[config.mk]
export PLATFORM = sky130hd
export DESIGN_NAME = uart_tx_arbiter
export DESIGN_NICKNAME = d
export VERILOG_FILES = /design/src/rtl/uart_tx_arbiter.sv
export SDC_FILE = /design/constraint.sdc
export NUM_CORES = 1
export LEC_CHECK = 0
export ABC_AREA = 1
export BUFFER_PORTS_ARGS = -buffer_cell sky130_fd_sc_hd__buf_2
export CORE_ASPECT_RATIO = 1.75
export CORE_UTILIZATION = 60
export CTS_BUF_LIST = sky130_fd_sc_hd__clkbuf_4
export DETAILED_ROUTE_END_ITERATION = 8
export PLACE_DENSITY = 0.8
export REMOVE_ABC_BUFFERS = 1
export SLEW_MARGIN = 20
export SYNTH_ARGS = -nofsm -noshare
export SYNTH_HDL_FRONTEND = slang
export SYNTH_SLANG_ARGS = --single-unit
export TNS_END_PERCENT = 50
[constraint.sdc]
create_clock -name sysclk -period 3 [get_ports sysclk]
set_clock_uncertainty 0.15 [all_clocks]
set_input_delay 0.3 -clock sysclk [delete_from_list [all_inputs] [get_ports sysclk]]
set_output_delay 0.3 -clock sysclk [all_outputs]
set_load 0.005 [all_outputs]
[src/rtl/uart_tx_arbiter.sv]
// Shares one UART byte transmitter between two byte-stream requesters:
// an arbiter feeds a byte FIFO, and a sequencer issues one frame at a time.
module uart_tx_arbiter #(
  parameter int DEPTH    = 8,
  parameter int ADDR_W   = 3,
  parameter int ARB_MODE = 0
) (
  input  logic              sysclk,
  input  logic              reset,
  input  logic [7:0]        req0_data,
  input  logic              req0_valid,
  output logic              req0_ready,
  input  logic [7:0]        req1_data,
  input  logic              req1_valid,
  output logic              req1_ready,
  input  logic              flush,
  output logic [7:0]        tx_data,
  output logic              tx_en,
  input  logic              tx_status,
  output logic [ADDR_W:0]   fifo_count,
  output logic              tx_busy
);
  localparam int CNT_W = ADDR_W + 1;
  localparam logic [CNT_W-1:0] FULL_CNT = CNT_W'(DEPTH);

  typedef enum logic [1:0] {IDLE, ISSUE, WAIT_BUSY, WAIT_DONE} state_t;

  state_t            state_q, state_d;
  logic [ADDR_W-1:0] wr_ptr_q, wr_ptr_d;
  logic [ADDR_W-1:0] rd_ptr_q, rd_ptr_d;
  logic [CNT_W-1:0]  count_q, count_d;
  logic              last_grant_q, last_grant_d;
  logic [7:0]        tx_data_q, tx_data_d;
  logic              tx_en_q, tx_en_d;
  logic [7:0]        mem_q [DEPTH];

  logic       accept_ok;
  logic       pick0;
  logic       grant0;
  logic       grant1;
  logic       push;
  logic       pop;
  logic [7:0] push_data;

  // last_grant_q=1 means req1 was served last, so req0 wins the next tie.
  always_comb begin
    accept_ok    = reset && (count_q != FULL_CNT) && !flush;
    pick0        = (ARB_MODE != 0) || last_grant_q;
    grant0       = accept_ok && req0_valid && (!req1_valid || pick0);
    grant1       = accept_ok && req1_valid && (!req0_valid || !pick0);
    push         = grant0 || grant1;
    push_data    = grant0 ? req0_data : req1_data;
    last_grant_d = push ? grant1 : last_grant_q;
    pop          = (state_q == IDLE) && (count_q != '0) && tx_status && !flush;
  end

  always_comb begin
    wr_ptr_d = wr_ptr_q;
    rd_ptr_d = rd_ptr_q;
    count_d  = count_q;
    if (flush) begin
      wr_ptr_d = '0;
      rd_ptr_d = '0;
      count_d  = '0;
    end else begin
      if (push) wr_ptr_d = wr_ptr_q + ADDR_W'(1);
      if (pop)  rd_ptr_d = rd_ptr_q + ADDR_W'(1);
      count_d = count_q + CNT_W'(push) - CNT_W'(pop);
    end
  end

  // tx_data is only rewritten on a pop, so it stays put for the whole frame.
  always_comb begin
    state_d   = state_q;
    tx_data_d = tx_data_q;
    tx_en_d   = (state_q == ISSUE);
    case (state_q)
      IDLE: begin
        if (pop) begin
          tx_data_d = mem_q[rd_ptr_q];
          state_d   = ISSUE;
        end
      end
      ISSUE:     state_d = WAIT_BUSY;
      WAIT_BUSY: if (!tx_status) state_d = WAIT_DONE;
      WAIT_DONE: if (tx_status)  state_d = IDLE;
      default:   state_d = IDLE;
    endcase
  end

  always_ff @(posedge sysclk or negedge reset) begin
    if (!reset) begin
      state_q      <= IDLE;
      wr_ptr_q     <= '0;
      rd_ptr_q     <= '0;
      count_q      <= '0;
      last_grant_q <= 1'b1;
      tx_data_q    <= 8'h00;
      tx_en_q      <= 1'b0;
    end else begin
      state_q      <= state_d;
      wr_ptr_q     <= wr_ptr_d;
      rd_ptr_q     <= rd_ptr_d;
      count_q      <= count_d;
      last_grant_q <= last_grant_d;
      tx_data_q    <= tx_data_d;
      tx_en_q      <= tx_en_d;
    end
  end

  always_ff @(posedge sysclk) begin
    if (push) mem_q[wr_ptr_q] <= push_data;
  end

  assign req0_ready = grant0;
  assign req1_ready = grant1;
  assign tx_data    = tx_data_q;
  assign tx_en      = tx_en_q;
  assign fifo_count = count_q;
  assign tx_busy    = (state_q != IDLE) || (count_q != '0);

endmodule

---- Word-level counts from Yosys, hierarchy flattened ----
Memory sizes are Yosys's and may differ from the RTL's. A register that Yosys moved wholly into a read port is not among the register bits.
Cells that the tools add are included.
word-level totals
  bits in registers ....................... 14
  bits in latches ......................... 0
  memory bits (writable) .................. 64
  memory bits (read-only) ................. 0
  input bits .............................. 22
  output and inout port bits .............. 16
  word-level logic and storage cells ...... 55
  memories kept ........................... 1
operators by class
  $add $sub $neg .......................... 4
  multipliers ............................. 0
  div/mod/pow operators ................... 0
  magnitude comparators ................... 0
  equal/unequal tests ..................... 7
  shifts and indexed selects .............. 0
  muxes and demuxes ....................... 12
  bitwise gates (word level) .............. 0
  reductions and logical operators ........ 25
memory list
  memory  words  bits a word  read ports  clocked after Yosys merged registers in  wr ports  line  source
  mem_q   8      8            1           1                                        1         35    logic [7:0] mem_q [DEPTH];
operators by type and width
  operator                                        number
  2-to-1 mux 3 bit                                4
  logical AND 1 bit                               9
  2-to-1 mux 8 bit                                1
  one-hot mux 2 bit (4 select lines)              1
  adder 3 x 1 -> 3 bit (second input constant)    2
  2-to-1 mux 2 bit                                3
  != test 2 bit (second input constant)           3
  nonzero test 2 bit                              3
  logical NOT 1 bit                               5
  adder 4 x 1 -> 4 bit                            1
  == test 2 bit (second input constant)           2
  logical OR 1 bit                                4
  2-to-1 mux 4 bit                                1
  != test 4 bit (second input constant)           1
  nonzero test 4 bit                              1
  subtractor 4 x 1 -> 4 bit                       1
  AND reduction 3 bit                             1
  == test 2 x 1 -> 1 bit (second input constant)  1
  logical NOT 2 bit                               1
  2-to-1 mux 1 bit                                2
  AND reduction 2 bit                             1

---- Depth between registers and ports, before layout ----
  word-level depth ........................ 9
  mapped depth ............................ 15
  gate-level depth less buffers ........... 14

---- Worst setup path after synthesis ----
No wires, ideal clock.
  kind .................................... register to register
  from .................................... register state_q[0]
  to ...................................... register count_q[2] (netlist: fifo_count[2])
  setup time .............................. 0.119 ns
  arrival ................................. 2.134 ns
  required time ........................... 2.731 ns
  slack ................................... 0.597 ns
  stages on the path, launching flop included .. 14
  path buffers ............................ 1
  period minus slack after synthesis ...... 2.403 ns
  path through ............................ dfrtp_1 -> inv_1 -> ha_1 -> nand2_1 -> inv_1 -> nand3_4 -> inv_2 -> buf_4 -> ha_1 -> inv_1 -> ha_1 -> fa_1 -> xnor2_1 -> nor2_1
between the ends
  word-level cells in the longest chain between the ends .. 6
ends and longest elaborated chain
  what                            line  source
  start: declaration              28    state_t state_q, state_d;
  start signal: assignment        101   state_q <= state_d;
  logical NOT 2 bit               54    pop = (state_q == IDLE) && (count_q != '0) && tx_status && !flush;
  logical AND 1 bit (3 in a row)  54
  subtractor 4 x 1 -> 4 bit       68    count_d = count_q + CNT_W'(push) - CNT_W'(pop);
  2-to-1 mux 4 bit                61    if (flush) begin
  net count_d[2]                  31    logic [CNT_W-1:0] count_q, count_d;
  end signal: assignment          104   count_q <= count_d;
  end: declaration                31
The timed path passes the listed nets, and every way through them passes these cells.
A chain may end at the register's enable or synchronous reset.

---- Worst setup path after layout ----
  from .................................... register state_q[0]
  to ...................................... register count_q[1] (netlist: fifo_count[1])
The elaborated chain is that of the path after synthesis.

==> results.sh <==
export IMPL_cts_sinks=86
export IMPL_tns_ns=0
export IMPL_crit_fanout=11
export IMPL_avgRoutedWirePerCell_um=15.07
export IMPL_routed_wl_mm=8.334
export IMPL_drtIter0Drc=233
export IMPL_cp_cell_sequence="inv_1 -> ha_1 -> nand2_1 -> inv_1 -> nand3_4 -> inv_2 -> ha_1 -> inv_1 -> ha_1 -> fa_1 -> inv_1 -> nor2_1"
export IMPL_powerDensity_nw_per_um2=658.8
export IMPL_gp_congestion=0.8509
export IMPL_final_nets=502
export IMPL_grt_pass1_wl_mm=13.94
export IMPL_grt_util_met2_pct=46.25
export IMPL_synth_top_cell_area_share_pct=46.60
export IMPL_hold_class="in -> reg"
export IMPL_area_growth_pct=10.16
export IMPL_setup_viol=0
export IMPL_grtUsageTotal_pct=26.65
export IMPL_coreArea_um2=6588
export IMPL_synth_async_reset_ratio_pct=25.58
export IMPL_ios=38
export IMPL_globalRouteMet1Util_pct=28.35
export IMPL_dpl_cell_count=534
export IMPL_top_usage_layer="met2"
export IMPL_initial_utilization_pct=62.60
export IMPL_avgViaCountPerCell=5.235
export IMPL_max_slew_worst_pin_slew_ns=0.5798
export IMPL_first_global_vias=3044
export IMPL_power_mw=2.993
export IMPL_cpPeakStageDelay_ns=0.44
export IMPL_yosys_area_top_type="edfxtp_1"
export IMPL_fin_crit_sh_pct=85.39
export IMPL_synthFlopType="edfxtp_1"
export IMPL_place_ws_ns=0.4619
export IMPL_num_rows=39
export IMPL_cp_slowest_cell="dfrtp_1"
export IMPL_die_w_um=64.67
export IMPL_antenna_cells=0
export IMPL_final_setup_worst_slack_ns=0.4382
export IMPL_post_route_drc_count=0
export IMPL_hold_ws_ns=0.09595
export IMPL_htree_num_levels=3
export IMPL_cts_buffers=9
export IMPL_clk_pin_slew_ns=0.12
export IMPL_detailroute_via_count=2895
export IMPL_cts_root_buf="clkbuf_4"
export IMPL_grt_max_degree=35
export IMPL_finalHoldViolCount=0
export IMPL_drive_above_1_share_pct=19.32
export IMPL_slew_headroom_pct=61.30
export IMPL_ys_seq_area_share_pct=59.98
export IMPL_endpoint_kind="flop"
export IMPL_fin_crit_ns=2.562
export IMPL_dr_pass1_iters=4
export IMPL_syn_inst=421
export IMPL_synth_edff_count=64
export IMPL_synthTopCellsByArea="edfxtp_1 (47%), dfrtp_1 (13%), nand2_1 (12%)"
export IMPL_fin_cells=553
export IMPL_yosysWarnings=0
export IMPL_antenna_found_initial=0
export IMPL_avgSynthCellArea_um2=9.796
export IMPL_dpl_hpwl_mm=5.783
export IMPL_die_area_um2=7222
export IMPL_postLayoutCellArea_um2=4543
export IMPL_ys_types=33
export IMPL_rsz0062_at_grt="false"
export IMPL_criticalPathCategory="reg -> reg"
export IMPL_clkLatencyLatePin_ns=0.42
export IMPL_critPathLaunchType="flop"
export IMPL_cap_violations=0
export IMPL_status="finished clean"
export IMPL_port_buffers=37
export IMPL_clockBufferDepth=2
export IMPL_use_met3_pct=6.148
export IMPL_path_common_cell="inv_1"
export IMPL_ant_nets=0
export IMPL_ys_ff_latch=86
export IMPL_syn_area_um2=4124
export IMPL_die_h_um=111.7
export IMPL_post_dp_cell_area_um2=4380
export IMPL_max_freq_mhz=390.3
export IMPL_cp_data_required_time_ns=3.18
export IMPL_p_leak_nw=2.172
export IMPL_cp_data_arrival_time_ns=2.74
export IMPL_cts_resized=0
export IMPL_drv_slew=0
export IMPL_tritoncts="built"
export IMPL_post_route_util_pct=68.96
export IMPL_overflow=0
export IMPL_ir_drop_mv=0.4781
## worst max-delay path: cells and delay by family (launching register included)
| family | cells | cell delay [ns] |
|---|---|---|
| adder cells (fa/ha/maj) | 4 | 1.05 |
| buffers and inverters | 5 | 0.56 |
| flip-flops | 1 | 0.44 |
| AND/OR/NAND/NOR | 3 | 0.26 |
## flip-flops by register name, indices dropped and copies added, names as in the netlist
register / cells
mem_q: 64
state_q: 2
wr_ptr_q: 3
last_grant_q: 1
rd_ptr_q: 3
tx_en: 1
fifo_count: 4
tx_data: 8
## cells in the mapped netlist, types with 2 or more instances
| master | number |
|---|---|
| nand2_1 | 136 |
| edfxtp_1 | 64 |
| inv_1 | 63 |
| nand3_1 | 57 |
| dfrtp_1 | 21 |
| ha_1 | 13 |
| nand2_2 | 9 |
| nor2_1 | 9 |
| buf_2 | 7 |
| inv_2 | 6 |
| buf_4 | 5 |
| nor2_2 | 5 |
| nand2_4 | 3 |
| o21ai_0 | 2 |
| o21ai_2 | 2 |
| xor2_1 | 2 |
## routing by layer
layer	share of wire, %	wire length (um)
met3	5.1	427
met4	3.7	310
met1	35	2925
met2	56	4671
met5	0	0
## final cells by class
| cell class | instances | area (um^2) |
|---|---|---|
| sequential | 86 | 2474 |
| fill | 500 | 2044 |
| multi-input combinational | 250 | 1289 |
| inverter | 72 | 277.8 |
| timing repair buffer | 47 | 267.8 |
| tap | 82 | 102.6 |
| clock buffer | 11 | 82.58 |
| clock inverter | 5 | 50.05 |
## repair_timing
action                                 4_1_cts  5_1_grt
endpoints found under the hold margin       26        0
hold buffers                                 3        0
buffers inserted                             0        0
## final timing paths
path / to / slack [ns] / from / cells after the start
min: last_grant_q / 0.1 / req0_valid / 4
min in group asynchronous: fifo_count[3] / 0.27 / reset / 3
min reg2reg: tx_data[6] / 0.35 / tx_data[6] / 2
max: fifo_count[1] / 0.44 / state_q[0] / 12
max reg2reg: fifo_count[1] / 0.44 / state_q[0] / 12
max in group asynchronous: last_grant_q / 2.14 / reset / 3
## cell families after synthesis
logic type | synth area share [%]
and+or+nand+nor | 24.06
DFF | 59.98
xor gates and xnor gates | 0.6373
adders and majority gates | 4.430
buffers and inverters | 8.768
AOI/OAI and AO/OA | 1.881
muxes | 0.2427
## report_power, final
group          total, mW  internal (mW)  switching (mW)
logic              0.860          0.317           0.543
registers           1.51           1.43          0.0808
clock network      0.621          0.267           0.354
total               2.99           2.01           0.978
## cell usage in the layout (no fill, tap or decap), types with 2 or more instances in the layout
cell	netlist	routed
buf_2	7	37
buf_4	5	7
clkbuf_4	0	11
clkinv_1	1	3
dfrtp_1	21	21
dlygate4sd3_1	0	3
edfxtp_1	64	64
ha_1	13	13
inv_1	63	63
inv_2	6	6
nand2_1	136	136
nand2_2	9	9
nand2_4	3	3
nand3_1	57	57
nor2_1	9	9
nor2_2	5	5
o21ai_0	2	2
o21ai_2	2	2
xor2_1	2	2
No activity file was read; power rests on OpenSTA's default activity.
